<file path="src/rtl/request_queue_unit_pkg.sv">
// Shared types for the request queue unit: arbiter states and the posted-write entry layout.
package request_queue_unit_pkg;

  localparam int WB_ADDR_W = 32;
  localparam int WB_DATA_W = 32;

  typedef enum logic [1:0] {
    IDLE   = 2'd0,
    IFETCH = 2'd1,
    DREAD  = 2'd2,
    WDRAIN = 2'd3
  } arb_state_t;

  typedef struct packed {
    logic [WB_ADDR_W-1:0] addr;
    logic [WB_DATA_W-1:0] data;
  } wb_entry_t;

endpackage

</file>
<file path="src/rtl/request_queue_unit_wb_fifo.sv">
// Posted-write circular buffer with a head port and a parallel youngest-match lookup for forwarding.
module wb_fifo #(
  parameter int ADDR_W = 32,
  parameter int DATA_W = 32,
  parameter int DEPTH  = 4
) (
  input  logic                     CLK,
  input  logic                     RST,
  input  logic                     push,
  input  logic [ADDR_W-1:0]        push_addr,
  input  logic [DATA_W-1:0]        push_data,
  input  logic                     pop,
  output logic [ADDR_W-1:0]        head_addr,
  output logic [DATA_W-1:0]        head_data,
  output logic [$clog2(DEPTH):0]   count,
  input  logic [ADDR_W-1:0]        lookup_addr,
  output logic                     hit,
  output logic [DATA_W-1:0]        hit_data
);

  localparam int PTR_W = $clog2(DEPTH);
  localparam int CNT_W = PTR_W + 1;

  logic [ADDR_W-1:0] addr_mem [DEPTH];
  logic [DATA_W-1:0] data_mem [DEPTH];
  logic [PTR_W-1:0]  rd_ptr;
  logic [PTR_W-1:0]  wr_ptr;

  always_ff @(posedge CLK) begin
    if (push) begin
      addr_mem[wr_ptr] <= push_addr;
      data_mem[wr_ptr] <= push_data;
    end
  end

  // Pointers wrap naturally because DEPTH is a power of two.
  always_ff @(posedge CLK) begin
    if (RST) begin
      rd_ptr <= '0;
      wr_ptr <= '0;
      count  <= '0;
    end else begin
      if (push) wr_ptr <= wr_ptr + PTR_W'(1);
      if (pop)  rd_ptr <= rd_ptr + PTR_W'(1);
      case ({push, pop})
        2'b10:   count <= count + CNT_W'(1);
        2'b01:   count <= count - CNT_W'(1);
        default: count <= count;
      endcase
    end
  end

  assign head_addr = addr_mem[rd_ptr];
  assign head_data = data_mem[rd_ptr];

  // Walk oldest to youngest so the last valid match wins.
  always_comb begin : lookup
    logic [PTR_W-1:0] idx;
    idx      = rd_ptr;
    hit      = 1'b0;
    hit_data = '0;
    for (int i = 0; i < DEPTH; i++) begin
      idx = rd_ptr + PTR_W'(i);
      if ((CNT_W'(i) < count) && (addr_mem[idx] == lookup_addr)) begin
        hit      = 1'b1;
        hit_data = data_mem[idx];
      end
    end
  end

endmodule

</file>
<file path="src/rtl/request_queue_unit.sv">
// Two-channel request unit: posts stores into a write buffer, forwards hitting loads,
// and serialises fetches, load misses and buffer drains onto one memory port.
module request_queue_unit
  import request_queue_unit_pkg::*;
#(
  parameter int ADDR_W = WB_ADDR_W,
  parameter int DATA_W = WB_DATA_W,
  parameter int DEPTH  = 4
) (
  input  logic                   CLK,
  input  logic                   RST,
  input  logic                   i_req,
  input  logic [ADDR_W-1:0]      i_addr,
  output logic                   i_ack,
  output logic [DATA_W-1:0]      i_rdata,
  input  logic                   d_req,
  input  logic                   d_wen,
  input  logic [ADDR_W-1:0]      d_addr,
  input  logic [DATA_W-1:0]      d_wdata,
  output logic                   d_ack,
  output logic [DATA_W-1:0]      d_rdata,
  output logic                   m_ren,
  output logic                   m_wen,
  output logic [ADDR_W-1:0]      m_addr,
  output logic [DATA_W-1:0]      m_wdata,
  input  logic [DATA_W-1:0]      m_rdata,
  input  logic                   m_ready,
  output logic [$clog2(DEPTH):0] wb_count
);

  localparam int CNT_W = $clog2(DEPTH) + 1;

  arb_state_t        state;
  logic              i_pend;
  logic              d_pend;
  logic              fifo_full;
  logic              fifo_empty;
  logic              store_acc;
  logic              load_hit;
  logic              load_miss;
  logic              pop;
  logic              hit;
  logic [DATA_W-1:0] hit_data;
  logic [ADDR_W-1:0] head_addr;
  logic [DATA_W-1:0] head_data;
  logic [CNT_W-1:0]  count;

  // A request seen while its own ack is high is the one just serviced.
  assign i_pend     = i_req & ~i_ack;
  assign d_pend     = d_req & ~d_ack;
  assign fifo_full  = (count == CNT_W'(DEPTH));
  assign fifo_empty = (count == '0);
  assign store_acc  = d_pend & d_wen & ~fifo_full;
  assign load_hit   = d_pend & ~d_wen & hit;
  assign load_miss  = d_pend & ~d_wen & ~hit;
  assign pop        = (state == WDRAIN) & m_ready;
  assign wb_count   = count;

  wb_fifo #(
    .ADDR_W (ADDR_W),
    .DATA_W (DATA_W),
    .DEPTH  (DEPTH)
  ) u_wb_fifo (
    .CLK         (CLK),
    .RST         (RST),
    .push        (store_acc),
    .push_addr   (d_addr),
    .push_data   (d_wdata),
    .pop         (pop),
    .head_addr   (head_addr),
    .head_data   (head_data),
    .count       (count),
    .lookup_addr (d_addr),
    .hit         (hit),
    .hit_data    (hit_data)
  );

  // A missing load may bypass buffered stores since none of them alias it.
  always_ff @(posedge CLK) begin
    if (RST) begin
      state   <= IDLE;
      i_ack   <= 1'b0;
      d_ack   <= 1'b0;
      i_rdata <= '0;
      d_rdata <= '0;
      m_ren   <= 1'b0;
      m_wen   <= 1'b0;
      m_addr  <= '0;
      m_wdata <= '0;
    end else begin
      i_ack <= 1'b0;
      d_ack <= 1'b0;
      if (store_acc) d_ack <= 1'b1;
      if (load_hit) begin
        d_ack   <= 1'b1;
        d_rdata <= hit_data;
      end
      case (state)
        IDLE: begin
          if (load_miss) begin
            state  <= DREAD;
            m_ren  <= 1'b1;
            m_addr <= d_addr;
          end else if (fifo_full) begin
            state   <= WDRAIN;
            m_wen   <= 1'b1;
            m_addr  <= head_addr;
            m_wdata <= head_data;
          end else if (i_pend) begin
            state  <= IFETCH;
            m_ren  <= 1'b1;
            m_addr <= i_addr;
          end else if (!fifo_empty) begin
            state   <= WDRAIN;
            m_wen   <= 1'b1;
            m_addr  <= head_addr;
            m_wdata <= head_data;
          end
        end
        IFETCH: begin
          if (m_ready) begin
            state   <= IDLE;
            m_ren   <= 1'b0;
            i_ack   <= 1'b1;
            i_rdata <= m_rdata;
          end
        end
        DREAD: begin
          if (m_ready) begin
            state   <= IDLE;
            m_ren   <= 1'b0;
            d_ack   <= 1'b1;
            d_rdata <= m_rdata;
          end
        end
        WDRAIN: begin
          if (m_ready) begin
            state <= IDLE;
            m_wen <= 1'b0;
          end
        end
        default: state <= IDLE;
      endcase
    end
  end

endmodule

</file>
<file path="config.mk">
export PLATFORM = sky130hd
export DESIGN_NAME = request_queue_unit
export DESIGN_NICKNAME = d
export VERILOG_FILES = /design/src/rtl/request_queue_unit_pkg.sv /design/src/rtl/request_queue_unit_wb_fifo.sv /design/src/rtl/request_queue_unit.sv
export SDC_FILE = /design/constraint.sdc
export NUM_CORES = 1
export LEC_CHECK = 0
export CAP_MARGIN = 20
export CORE_ASPECT_RATIO = 1.4
export CORE_MARGIN = 2
export CORE_UTILIZATION = 50
export DETAILED_ROUTE_END_ITERATION = 8
export PLACE_DENSITY = 0.81
export SLEW_MARGIN = 20
export SYNTH_ARGS = -nofsm -noshare
export SYNTH_HDL_FRONTEND = slang
export SYNTH_SLANG_ARGS = --single-unit
</file>
<file path="constraint.sdc">
create_clock -name CLK -period 7.8 [get_ports CLK]
set_clock_uncertainty 0.2 [all_clocks]
set_input_delay 1.17 -clock CLK [delete_from_list [all_inputs] [get_ports CLK]]
set_output_delay 1.17 -clock CLK [all_outputs]
set_load 0.005 [all_outputs]
</file>
==> results.toml, run 1 <==
[detailed_routing]
post_drt_via_cell_ratio = 6.59
drc = 0
drtAntennaViolNets = 0
routed-via-count = 17103
drt_wl_total_um = 68700
first_pass_iters = 6
detail_route.iter0.violations = 1787
detail_route.wl_per_cell_um = 26.5

[global_route]
grt_overflow_total = 0
grt_usage = 0.287
grt_pass1_vias = 17079
grt_max_degree = 80
grt_pass1_wl_um = 103000
grt_antenna_before_repair = 5

[placed_design]
dp_hpwl_um = 48100
place.port_buffers = 268
placed_cells = 2521
finalWeightedCongestion = 0.950
pre_cts_ws_ns = 1.85
place_area_mm2 = 0.0258

[die]
core.rowCount = 92
top_level_ports = 269
die_area_mm2 = 0.0475
fp.coreArea_mm2 = 0.0451
die_width_um = 185
die_y_um = 257
start_util = 0.507

[logic_synthesis]
async_set_reset_flop_share_out_of_synthesis = 0
synth-compound-area-share = 0.107
yosys_register_bits = 399
yosys.area_share.xor_xnor = 0.0460
mappedNetlistArea_mm2 = 0.0229
synth_mux_area_frac = 0.259
synth-edff-count = 256
postSynthAreaPerCell_um2 = 12.9
yosys_warnings = 0
unique_cell_type_count_in_the_yosys_netlist = 71
synth_nets = 1921
ys.flop_type = "edfxtp_1"
yosysSeqAreaShare = 0.461
synth_cells = 1774
synth_top_family_by_area = "multiplexers"
synth-adder-area-share = 0.00711
synthSimpleGateAreaFrac = 0.0709

[layout]
total_inserted_antenna_cells = 0
final_design_instance_area_without_fill_mm2 = 0.0273
instances_no_fill = 2595
num-nets-final = 2099
layout-drive-gt1-share = 0.201
areaGrowthSynthToFinish_pct = 19.2
n_fill_cell = 3472

[power]
max-vdd-ir-drop_uv = 174
clock_power_share = 0.395
p_sw_mw = 1.29
power-per-cell-area_mw_per_mm2 = 191
comb_power_share = 0.140
power.switching_fraction = 0.249
internal_power_mw = 3.91
p_leak_nw = 8.53
sequentialPowerShare = 0.465

[setup_path]
worst-endpoint-arrival_ns = 6.21
max_stage_delay_ns = 1.09
critical_path_required_ns = 8.10
timing.critical_path.cells = "buf_4 -> mux4_2 -> xnor2_1 -> nor4_1 -> nand4_1 -> nor4b_2 -> and2_1 -> buf_8 -> a221oi_1 -> a2111oi_1 -> a221o_1"
worstSetupEndpointType = "flip-flop"
start_kind = "flip-flop"
ff2ff_path_depth = 11
timing.setup.critical_path_class = "reg2reg"
critPathMaxFanout = 69
crit_slowest_cell = "dfxtp_4"

[sta]
final_min_period_over_clock_period = 0.758
rsz0062_at_grt = "false"
post-route-min-period_ns = 5.91
finalMaxSlewViolations = 0
final-setup-viol-count = 0
postLayoutSetupSlackWorst_ns = 1.89
timing_hold_violations_final = 0
maxSlewHeadroom = 0.209
achievable-frequency_mhz = 169
fin_tns_setup_ns = 0
max_slew.worst_pin.slew_ns = 1.18

[clock_tree]
cts_repair_resize_count = 0
maximum_root_to_sink_buffer_count = 3
ctsHtreeMaxLevel = 2
post-cts-setup-buffer-count = 0
cts_sinks = 399
cts_tree = "built"
postCtsHoldBufs = 0
number_of_buffers_inserted_during_clock_tree_synthesis = 40
clock_insertion_delay_worst_skew_ns = 0.56
clkTransAtPathRegs_ns = 0.06
cts-root-buf = "clkbuf_16"

[worst_hold_path]
hold_path.class = "reg2reg"
whs_path_depth = 2

[run]
maxCapViolations = 0

[outcome]
status = "complete, no violations"
-- metrics by stage --
stage / hold slack, ns / total power, mW / utilization
final: 0.258 / 5.21 / 0.604
after global routing: 0.280 / 5.35 / 0.604
after CTS: 0.258 / 5.21 / 0.604
after detailed placement: 0.247 / 3.18 / 0.573
after global placement: 0.240 / 3.16 / 0.572
after floorplan: 0.249 / 2.83 / -
-- synth_stat cells (3+ instances only) --
library cell	number	area share
o211ai_1	6	0.0020
o21ai_0	45	0.0098
a221o_1	20	0.0088
or4_1	3	0.00098
dfxtp_1	143	0.13
nor2b_1	7	0.0019
o2bb2ai_1	6	0.0023
clkbuf_1	79	0.013
mux2_2	43	0.021
edfxtp_1	256	0.34
ha_1	13	0.0071
buf_2	43	0.0094
nand4_1	20	0.0055
a221oi_1	32	0.012
o32ai_1	34	0.013
a211oi_1	6	0.0020
a2111oi_0	11	0.0042
a2bb2oi_1	5	0.0019
xnor2_1	79	0.030
mux2i_1	83	0.036
a31oi_1	8	0.0022
xor2_1	41	0.016
buf_1	20	0.0033
mux4_2	204	0.20
nor3_1	8	0.0018
and3_1	4	0.0011
buf_4	17	0.0056
and2_1	23	0.0063
a21oi_1	80	0.018
a2111oi_2	20	0.013
or3_1	4	0.0011
buf_6	9	0.0044
inv_1	81	0.013
a211o_1	12	0.0046
o22ai_1	5	0.0014
nor2_1	114	0.019
nand2b_1	6	0.0016
nand2_1	99	0.016
nor4_1	9	0.0025
nand3_1	39	0.0085
-- per-layer routing --
metal / part of all wire / GRT usage
met3: 0.095 / 0.0566
met5: 0.00047 / 0
met4: 0.054 / 0.140
met2: 0.51 / 0.507
met1: 0.34 / 0.330
-- path summary, 6_finish.rpt --
check,slack (ns),end,start
max,1.89,d_rdata[0],u_wb_fifo.rd_ptr[1]
min,0.26,m_addr[28],m_addr[28]
min reg2reg,0.26,m_addr[28],m_addr[28]
max reg2reg,1.89,d_rdata[0],u_wb_fifo.rd_ptr[1]
-- cell type report --
type	instances	area, µm²	area share
clock buffer	52	1150	0.0422
clock inverter	22	258	0.00946
multi-input combinational	1126	11200	0.412
inverter	81	304	0.0112
tap	611	764	0.0280
timing repair buffer	304	2980	0.109
sequential	399	10600	0.388
-- power by group through the flow --
stage | Sequential [mW] | Clock (mW) | Combinational (mW)
after global placement | 2.46 | 0 | 0.703
after CTS | 2.42 | 2.07 | 0.724
after global routing | 2.43 | 2.14 | 0.776
after detailed placement | 2.47 | 0 | 0.718
final | 2.42 | 2.06 | 0.729
after floorplan | 2.44 | 0 | 0.383
-- worst max-delay path: cells and delay by family, from the launching register on --
kind	cells	cell delay [ns]
AO/OA/AOI/OAI	3	1.37
XOR/XNOR	1	0.14
buffers and inverters	2	0.64
flip-flops	1	1.09
multiplexers	1	0.54
AND/OR/NAND/NOR	4	1.80
-- cells in the final DEF (no fill, tap or decap), drive strengths merged, types with 11 or more instances in the layout --
cell type        n
mux4           204
buf             37
dfxtp          143
inv             84
xor2            41
a221o           20
a2111oi         32
clkdlybuf4s50  267
a211o           12
edfxtp         256
nand4           21
xnor2           79
a21oi           80
clkinv          11
o21ai           46
a221oi          32
nand2           99
mux2i           83
and2            23
mux2            44
nand3           39
clkbuf          52
o32ai           34
nor2           114
ha              13
-- flip-flops by register name (all words and copies together) (netlist names), named ones only --
name,count
u_wb_fifo.addr_mem,128
u_wb_fifo.data_mem,128
m_addr,32
d_rdata,32
m_wen,1
state,2
i_ack,1
u_wb_fifo.count,3
u_wb_fifo.rd_ptr,2
d_ack,1
i_rdata,32
m_wdata,32
m_ren,1
u_wb_fifo.wr_ptr,2
-- cells by family after synthesis --
kind of cell	Yosys count
AO/OA/AOI/OAI	316
buffers and inverters	249
multiplexers	331
adder cells (fa/ha/maj)	13
AND/OR/NAND/NOR	346
flip-flops	399
XOR/XNOR	120
(Power assumes the default switching activity.)
==> inputs of run 2 (changes only) <==
--- a/config.mk
+++ b/config.mk
@@ -10,7 +10,7 @@
 export CORE_MARGIN = 2
 export CORE_UTILIZATION = 50
 export DETAILED_ROUTE_END_ITERATION = 8
-export PLACE_DENSITY = 0.81
+export PLACE_DENSITY = 0.83
 export SLEW_MARGIN = 20
 export SYNTH_ARGS = -nofsm -noshare
 export SYNTH_HDL_FRONTEND = slang
==> constraint.sdc (replaced) <==
create_clock -name CLK -period 4.9 [get_ports CLK]
set_clock_uncertainty 0.2 [all_clocks]
set_input_delay 0.735 -clock CLK [delete_from_list [all_inputs] [get_ports CLK]]
set_output_delay 0.735 -clock CLK [all_outputs]
set_load 0.005 [all_outputs]
==> run 2 against run 1 <==
Routed wire length up 2.1%. Maximum frequency grew 27%. Count of clock-buffer cells in the layout up 1. Final cell count grew 2.0%. Via count up 2.2%. Global-route usage is 0.65 points higher. Sequential cell count is the same. Core utilization grew 1.2 points. Critical path depth is 2 higher. Largest cell class unchanged. Largest power group unchanged.
==> results.toml, run 2 (synthesis results as in run 1) <==
[layout]
mostFrequentLayoutCells = "clkdlybuf4s50_1 (267), edfxtp_1 (256), mux4_2 (204)"
num-nets-final = 2153
reg_top3 = "u_wb_fifo.addr_mem (128), u_wb_fifo.data_mem (128)"
layout-drive-gt1-share = 0.220
commonest_non_fill_non_tap_cell_in_the_layout = "clkdlybuf4s50_1"
areaGrowthSynthToFinish_pct = 21.6
n_fill_cell = 3412
total_inserted_antenna_cells = 0

[clock_tree]
clkTransAtPathRegs_ns = 0.07
ctsHtreeMaxLevel = 2
cts_sinks = 399
clock_insertion_delay_worst_skew_ns = 0.56
cts_tree = "built"
post-cts-setup-buffer-count = 0
number_of_buffers_inserted_during_clock_tree_synthesis = 39
cts-root-buf = "clkbuf_16"
maximum_root_to_sink_buffer_count = 3
postCtsHoldBufs = 0
cts_repair_resize_count = 0

[detailed_routing]
drt_wl_total_um = 70100
first_pass_iters = 5
detail_route.iter0.violations = 1843
routed-via-count = 17472
drtAntennaViolNets = 0
detail_route.wl_per_cell_um = 26.5
drc = 0
post_drt_via_cell_ratio = 6.60

[global_route]
grt_usage = 0.293
grt_antenna_before_repair = 3
grt_overflow_total = 0
grt_pass1_wl_um = 106000
grt_max_degree = 69
grt_pass1_vias = 17426

[setup_path]
critical_path_required_ns = 5.20
start_kind = "flip-flop"
worst-endpoint-arrival_ns = 4.94
critPathMaxFanout = 46
timing.setup.critical_path_class = "reg2reg"
startpoint = "u_wb_fifo.rd_ptr[0]"
worstSetupEndpointType = "flip-flop"
worst_r2r_startpoint = "u_wb_fifo.rd_ptr[0]"

[sta]
whs_ns = 0.253
achievable-frequency_mhz = 215
final-setup-viol-count = 0
max_slew.worst_pin.slew_ns = 1.02
final_min_period_over_clock_period = 0.949
post-route-min-period_ns = 4.65
timing_hold_violations_final = 0
maxSlewHeadroom = 0.319
fin_tns_setup_ns = 0
finalMaxSlewViolations = 0
rsz0062_at_grt = "false"

[die]
core.rowCount = 92
die_width_um = 185
die_y_um = 257
top_level_ports = 269
die_area_mm2 = 0.0475
fp.coreArea_mm2 = 0.0451
start_util = 0.507

[power]
max-vdd-ir-drop_uv = 256
p_leak_nw = 8.83
power-per-cell-area_mw_per_mm2 = 299

[placed_design]
dp_hpwl_um = 49800
finalWeightedCongestion = 1.00
place.port_buffers = 268

[outcome]
status = "complete, no violations"

[run]
maxCapViolations = 0

[worst_hold_path]
hold_path.class = "reg2reg"
hp-start = "i_rdata[1]"
[run 2: power by group]
part / internal [mW] / switching [mW] / leakage, nW / total [mW]
combinational: 0.599 / 0.612 / 4.66 / 1.21
clock: 1.91 / 1.33 / 0.680 / 3.24
sequential: 3.73 / 0.117 / 3.49 / 3.85
total: 6.24 / 2.06 / 8.83 / 8.30
[run 2: final timing paths]
| path | to | slack [ns] | depth (start not counted) |
|---|---|---|---|
| setup / recovery | d_rdata[1] | 0.25 | 13 |
| hold / removal | i_rdata[1] | 0.25 | 2 |
| setup reg to reg | d_rdata[1] | 0.25 | 13 |
| hold reg to reg | i_rdata[1] | 0.25 | 2 |
[run 2: through the flow]
stage	util	power, mW	worst slack, ns	instances	instance area [µm²]
finish	0.616	8.30	0.251	2648	27800
CTS	0.616	8.32	0.270	2648	27800
global placement	0.585	5.07	0.397	2576	26400
floorplan	-	4.50	1.13	1774	22900
detailed placement	0.585	5.11	0.278	2576	26400
global route	0.616	8.53	0.0327	2648	27800
[run 2: cell type report]
cell class,count,area [µm²],area share
Multi-Input combinational cell,1126,11200,0.404
Inverter,81,304,0.0109
Sequential cell,399,10600,0.380
Clock buffer,53,1140,0.0411
Clock inverter,19,241,0.00869
Tap cell,611,764,0.0275
Timing Repair Buffer,359,3550,0.128
[run 2: critical path: stages (launching register included)]
cell and delay (ns):
dfxtp_4 0.88, buf_4 0.36, mux4_2 0.33, xor2_1 0.15, nor4_1 0.38, buf_4 0.20, nand4_1 0.20, nor4b_2 0.35
buf_4 0.18, a21bo_2 0.25, o211ai_4 0.29, buf_12 0.28, a2111oi_2 0.32, a221o_1 0.17
[run 2: per-layer routing]
metal  GRT usage  vias to the layer above  wire [µm]
met5           0                        -         27
met4       0.151                        4       4270
met3      0.0551                      234       6500
met2       0.518                     1171      35800
met1       0.338                     8678      23500
li1            -                     7385          -
